### src/rtl/setn_release_seq.sv
// rtl/setn_release_seq.sv - SETN pulse / CLK_EN recovery sequencer for negative-edge set flop banks
//
// Drives the active-low SETN of a flop bank low for SET_W cycles, then holds
// the downstream clock frozen (CLK_EN=0) for REC_W more cycles, so the flops'
// minimum SETN width and SETN-to-CLKN recovery/removal windows hold by
// construction. A power-on sequence runs after reset without raising ACK;
// later sequences are requested through a 4-phase REQ/ACK handshake.
//
// Optional feature macro: SETN_STATUS_EN (adds SET_CNT and its counter).
//
// Parameters:
//   SET_W   cycles SETN held low per sequence (1..255)
//   REC_W   cycles CLK_EN held low after SETN release (1..255)
// Ports:
//   CLK      in   clock, all state on rising edge
//   RN       in   synchronous active-low reset
//   REQ      in   set request level (4-phase handshake)
//   ACK      out  sequence complete, held until REQ is seen low
//   SETN     out  active-low set to the flop bank (registered)
//   CLK_EN   out  0 = downstream CLKN must be held high (registered)
//   BUSY     out  sequence in progress (registered)
//   SET_CNT  out  saturating count of completed handshake sequences
//                 (SETN_STATUS_EN only)

module setn_release_seq #(
    parameter int unsigned SET_W = 2,
    parameter int unsigned REC_W = 2
) (
    input  logic       CLK,
    input  logic       RN,
    input  logic       REQ,
    output logic       ACK,
    output logic       SETN,
    output logic       CLK_EN,
`ifdef SETN_STATUS_EN
    output logic [7:0] SET_CNT,
`endif
    output logic       BUSY
);

    localparam logic [7:0] SET_LOAD = 8'(SET_W - 1);
    localparam logic [7:0] REC_LOAD = 8'(REC_W - 1);

    typedef enum logic [1:0] {
        ST_ASSERT  = 2'd0,
        ST_RECOVER = 2'd1,
        ST_IDLE    = 2'd2,
        ST_DONE    = 2'd3
    } state_t;

    state_t     state, state_d;
    logic [7:0] cnt, cnt_d;
    logic       por, por_d;
    logic       setn_d, clk_en_d, busy_d, ack_d;

    always_ff @(posedge CLK) begin
        if (!RN) begin
            state  <= ST_ASSERT;
            cnt    <= SET_LOAD;
            por    <= 1'b1;
            SETN   <= 1'b0;
            CLK_EN <= 1'b0;
            BUSY   <= 1'b1;
            ACK    <= 1'b0;
        end else begin
            state  <= state_d;
            cnt    <= cnt_d;
            por    <= por_d;
            SETN   <= setn_d;
            CLK_EN <= clk_en_d;
            BUSY   <= busy_d;
            ACK    <= ack_d;
        end
    end

    always_comb begin
        state_d = state;
        cnt_d   = cnt;
        por_d   = por;
        case (state)
            ST_ASSERT: begin
                if (cnt == 8'd0) begin
                    state_d = ST_RECOVER;
                    cnt_d   = REC_LOAD;
                end else begin
                    cnt_d = cnt - 8'd1;
                end
            end
            ST_RECOVER: begin
                if (cnt == 8'd0) begin
                    // The power-on sequence has no requester to acknowledge.
                    if (por) begin
                        state_d = ST_IDLE;
                        por_d   = 1'b0;
                    end else begin
                        state_d = ST_DONE;
                    end
                end else begin
                    cnt_d = cnt - 8'd1;
                end
            end
            ST_IDLE: begin
                if (REQ) begin
                    state_d = ST_ASSERT;
                    cnt_d   = SET_LOAD;
                end
            end
            ST_DONE: begin
                if (!REQ) begin
                    state_d = ST_IDLE;
                end
            end
            default: begin
                state_d = ST_IDLE;
            end
        endcase

        // Outputs are decoded from the next state and registered, so they
        // switch on the same edge as the state. ASSERT is only entered from
        // IDLE/reset and left to RECOVER, so SETN falling and CLK_EN rising
        // can never share an edge.
        setn_d   = (state_d != ST_ASSERT);
        clk_en_d = (state_d == ST_IDLE) || (state_d == ST_DONE);
        busy_d   = (state_d == ST_ASSERT) || (state_d == ST_RECOVER);
        ack_d    = (state_d == ST_DONE);
    end

`ifdef SETN_STATUS_EN
    logic seq_done;
    assign seq_done = (state == ST_RECOVER) && (state_d == ST_DONE);

    always_ff @(posedge CLK) begin
        if (!RN) begin
            SET_CNT <= 8'd0;
        end else if (seq_done && (SET_CNT != 8'hFF)) begin
            SET_CNT <= SET_CNT + 8'd1;
        end
    end
`endif

endmodule

### config.mk
export PLATFORM = sky130hd
export DESIGN_NAME = setn_release_seq
export DESIGN_NICKNAME = d
export VERILOG_FILES = /design/src/rtl/setn_release_seq.sv
export SDC_FILE = /design/constraint.sdc
export NUM_CORES = 1
export LEC_CHECK = 0
export BUFFER_PORTS_ARGS = -buffer_cell sky130_fd_sc_hd__buf_4
export CAP_MARGIN = 40
export CORE_MARGIN = 2
export CORE_UTILIZATION = 55
export CTS_CLUSTER_SIZE = 24
export DETAILED_ROUTE_END_ITERATION = 8
export GPL_TIMING_DRIVEN = 0
export HOLD_SLACK_MARGIN = 0.06
export PLACE_DENSITY_LB_ADDON = 0.08
export SYNTH_ARGS = -nofsm -noshare
export SYNTH_HDL_FRONTEND = slang
export SYNTH_SLANG_ARGS = --single-unit
export TNS_END_PERCENT = 1
### constraint.sdc
create_clock -name CLK -period 5.04 [get_ports CLK]
set_clock_uncertainty 0.15 [all_clocks]
set_input_delay 1.008 -clock CLK [delete_from_list [all_inputs] [get_ports CLK]]
set_output_delay 1.008 -clock CLK [all_outputs]
set_load 0.05 [all_outputs]
Word-level counts from Yosys, hierarchy flattened
Cells that the tools add are included.
- register bits after elaboration: 15
- output and inout port bits: 4
- bits of input ports: 3
- word-level logic and storage cells: 35
- multiplexer cells: 10
- equal/unequal tests: 8
- reductions and logical operators: 9
- add/sub/neg operators: 1
- operator list (cell ; count):
    2-to-1 mux 8 bit ; 3
    one-hot mux 8 bit (3 select lines) ; 1
    == test 2 bit (second input constant) ; 4
    logical NOT 8 bit ; 1
    2-to-1 mux 2 bit ; 4
    one-hot mux 2 bit (4 select lines) ; 1
    subtractor 8 x 1 -> 8 bit (second input constant) ; 1
    == test 2 x 1 -> 1 bit (second input constant) ; 2
    logical NOT 2 bit ; 2
    inequality test 2 bit (second input constant) ; 2
    AND reduction 3 bit ; 1
    nonzero test 3 bit ; 1
    logical OR 1 bit ; 2
    AND reduction 2 bit ; 1
    nonzero test 2 bit ; 1
    2-to-1 mux 1 bit ; 1

Depth between registers and ports, before layout
- word-level depth: 5
- gate-level depth with buffers: 7
- depth with buffers taken out: 6

Worst setup path before layout
OpenSTA, ideal clock, no wires.
- kind: reg2reg
- start: register CLK_EN (netlist name)
- end: register cnt[7]
- library setup time: 67 ps
- arrival time: 2391 ps
- data required time: 4823 ps
- buffers on the path: 0
- stages on the path, launching flop included: 7
- clock period less this slack: 2608 ps
- slack: 2432 ps
- cells stage by stage: dfxtp_1 > inv_1 > ha_1 > and4bb_1 > or4_4 > or3_1 > a21oi_2
- RTL lines (item ; RTL line ; source):
    to (signal assigned) ; 67 ; cnt <= cnt_d;
    to (decl) ; 52 ; logic [7:0] cnt, cnt_d;

Worst setup path after layout
- start: register cnt[0]
- end: register cnt[1]
- word-level cells in the longest chain between the ends: 3
- elaborated cells between the ends (all ways): 7
- classes of those cells: 1 x add/sub; 1 x eq/ne; 3 x mux; 2 x reduce/logical
- ends and longest elaborated chain (item ; RTL line ; source):
    subtractor 8 x 1 -> 8 bit / logical NOT 8 bit (equally long branches) ; - ;
    2-to-1 mux 8 bit, or another cell as far along ; 90 ; if (cnt == 8'd0) begin
    one-hot mux 8 bit (3 select lines) / AND reduction 3 bit (equally long branches) ; - ;
Several ways; a longest one is shown, not always the timed one. The select of a mux whose other input is x is not followed.
A chain may end at the register's enable or synchronous reset.

==> metrics.yaml <==
synth_ff_type: "dfxtp_1"
power.leakage_nw: 0.370
cts_buffers: 3
vias: 658
path_cells: "inv_1, ha_1, nor3b_1, a21oi_1, o41ai_2, a211oi_1"
worstSetupPathDepth: 6
ys_types: 38
grt_pass1_vias: 606
clk_pin_slew_ns: 0.09
first_pass_iters: 4
finalMaxSlewViolations: 0
crit_family: "compound AO/OA/AOI/OAI gates"
ys_seq_area_frac: 0.353
synthCells: 85
netlist_area_um2: 795
placed_area_um2: 851
cp.required_ns: 5.02
h-tree-depth: 1
p_comb_frac: 0.530
multi_input_area_um2: 484
finalHoldViolations: 0
clkPwrFrac: 0.142
antenna_found_initial: 0
min_path_type: "reg2reg"
synthSimpleGateAreaFrac: 0.244
seqCellArea_um2: 280
crit_fanout: 7
ios: 7
post_cts_buffers: 0
nFillCells: 117
start_util: 0.603
fmax_mhz: 401
synthMuxAreaShare: 0.0126
row_count: 13
overflow: 0
grt_usage: 0.209
min_delay_path_depth: 2
grt_max_degree: 10
setup_viol: 0
design_area_um2: 887
post_cts_resized: 0
p_int_mw: 0.336
power_density_mw_per_mm2: 654
synth_top_family_by_area: "simple AND/OR/NAND/NOR gates"
layout.nets: 105
io_buffers: 5
synth.avg_cell_area_um2: 9.35
wl_per_cell_um: 14.8
vias_per_cell: 6.04
ys_ff_latch: 14
cts-root-buf: "clkbuf_4"
relSlewSlack: 0.441
crit_arrival_ns: 2.47
path_class: "reg2reg"
cts_tree: "built"
holdBufCountCts: 0
cts_buffer_depth: 2
rsz0062_at_grt: "no"
cap_violations: 0
ir_drop_v: 0.000324
synth_warnings: 0
switching_share: 0.421
layout_min_cycle_time_ns: 2.49
seqPwrFrac: 0.328
async_flop_share: 0
drcViolationCount: 0
cts_sinks: 14
die_h_um: 42.0
whs_ns: 0.315
syn_to_final_growth_pct: 11.7
end_kind: "register"
synth_edf_count: 0
grt_pass1_wl_mm: 2.77
coreArea_mm2: 0.00132
setup-tns-final_ns: 0
synthXorXnorAreaFrac: 0
switching_power_mw: 0.244
path_buf_inv: 1
clock_latency_ns: 0.29
reg2reg_depth: 6
ant_nets: 0
critPathLaunchType: "register"
dp_hpwl_mm: 1.14
crit_slowest_cell: "o41ai_2"
tightestPinTransition_ns: 0.829
synth_nets: 95
post_synth_fa_ha_maj_area_fraction: 0.110
globalplace.congestion: 0.767
die-area_mm2: 0.00176
outcome: "finished, final reports clean"
initialDrtViolationCount: 9
antenna_cells: 0
period_share: 0.495
critPathMaxStageDelay_ns: 0.71
drt-total-wl_mm: 1.62
die_w_um: 42.0
synth_compound_area_frac: 0.243
drive_gt1_frac: 0.213
==> final timing paths <==
check / startpoint / end / slack [ns]
setup / recovery: cnt[0] / cnt[1] / 2.55
hold / removal: por / por / 0.31
setup reg to reg: cnt[0] / cnt[1] / 2.55
hold reg to reg: por / por / 0.31
==> layer usage <==
layer	share of wire	vias to the layer above	track usage
met1	0.49	313	0.276
met2	0.46	6	0.309
met5	0	-	0
met3	0.019	5	0.0388
met4	0.027	0	0.135
li1	-	334	-
==> synthesized netlist by cell type (2+ instances only) <==
cell / count / area [µm²]
nand3b_1: 2 / 15.0
or2_2: 2 / 12.5
and2_1: 2 / 12.5
nor2_1: 6 / 22.5
nand2_1: 5 / 18.8
a211oi_1: 3 / 22.5
ha_1: 7 / 87.6
or3_1: 2 / 12.5
nor2b_1: 2 / 12.5
a21o_1: 2 / 15.0
dfxtp_1: 14 / 280
inv_1: 6 / 22.5
or4_4: 2 / 22.5
a21bo_2: 2 / 20.0
a21oi_1: 5 / 25.0
==> final cells by class <==
cell class,count,share of cell area
plain buffers,2,0.00846
well taps,15,0.0212
flip-flops and latches,14,0.316
clock buffers,4,0.0409
inverters,6,0.0254
repair buffers,5,0.0423
multi-input cells,63,0.546
==> cells in the final DEF (no fill, tap or decap), types with 2 or more instances in the layout <==
| master | count |
|---|---|
| clkbuf_4 | 3 |
| a21o_1 | 2 |
| dfxtp_1 | 14 |
| and2_1 | 2 |
| nor2b_1 | 2 |
| inv_1 | 6 |
| nor2_1 | 6 |
| nand3b_1 | 2 |
| or3_1 | 2 |
| or4_4 | 2 |
| or2_2 | 2 |
| a21oi_1 | 5 |
| nand2_1 | 5 |
| a211oi_1 | 3 |
| a21bo_2 | 2 |
| buf_4 | 5 |
| ha_1 | 7 |
==> tightest hold or removal path: cells and delay by family (launching register included) <==
kind / cells / cell delay [ns]
and+or+nand+nor: 2 / 0.11
DFF: 1 / 0.32
==> power by group through the flow <==
stage | clock [mW] | sequential, mW | combinational, mW
4_1_cts | 0.0845 | 0.189 | 0.309
3_5_place_dp | 0 | 0.191 | 0.304
5_1_grt | 0.0867 | 0.195 | 0.345
6_report | 0.0824 | 0.190 | 0.308
3_3_place_gp | 0 | 0.188 | 0.295
2_1_floorplan | 0 | 0.196 | 0.238
==> metrics by stage <==
stage	utilization	cells	power (mW)	setup slack, ns
finish	0.673	109	0.580	2.55
global route	0.673	109	0.626	2.39
CTS	0.673	109	0.583	2.59
detailed placement	0.646	105	0.495	2.41
global placement	0.646	105	0.483	2.43
floorplan	-	85	0.434	2.43
==> sequential cells by signal, indices dropped and copies added, names as in the netlist <==
signal  count
ACK         1
SETN        1
BUSY        1
cnt         8
CLK_EN      1
state       1
por         1
==> cells by family after synthesis <==
logic type / Yosys count
compound gates: 24
fa+ha+maj: 7
flops: 14
mux: 1
buf+inv: 8
simple gates: 31
Note: power is estimated with default switching activity, not from simulation.
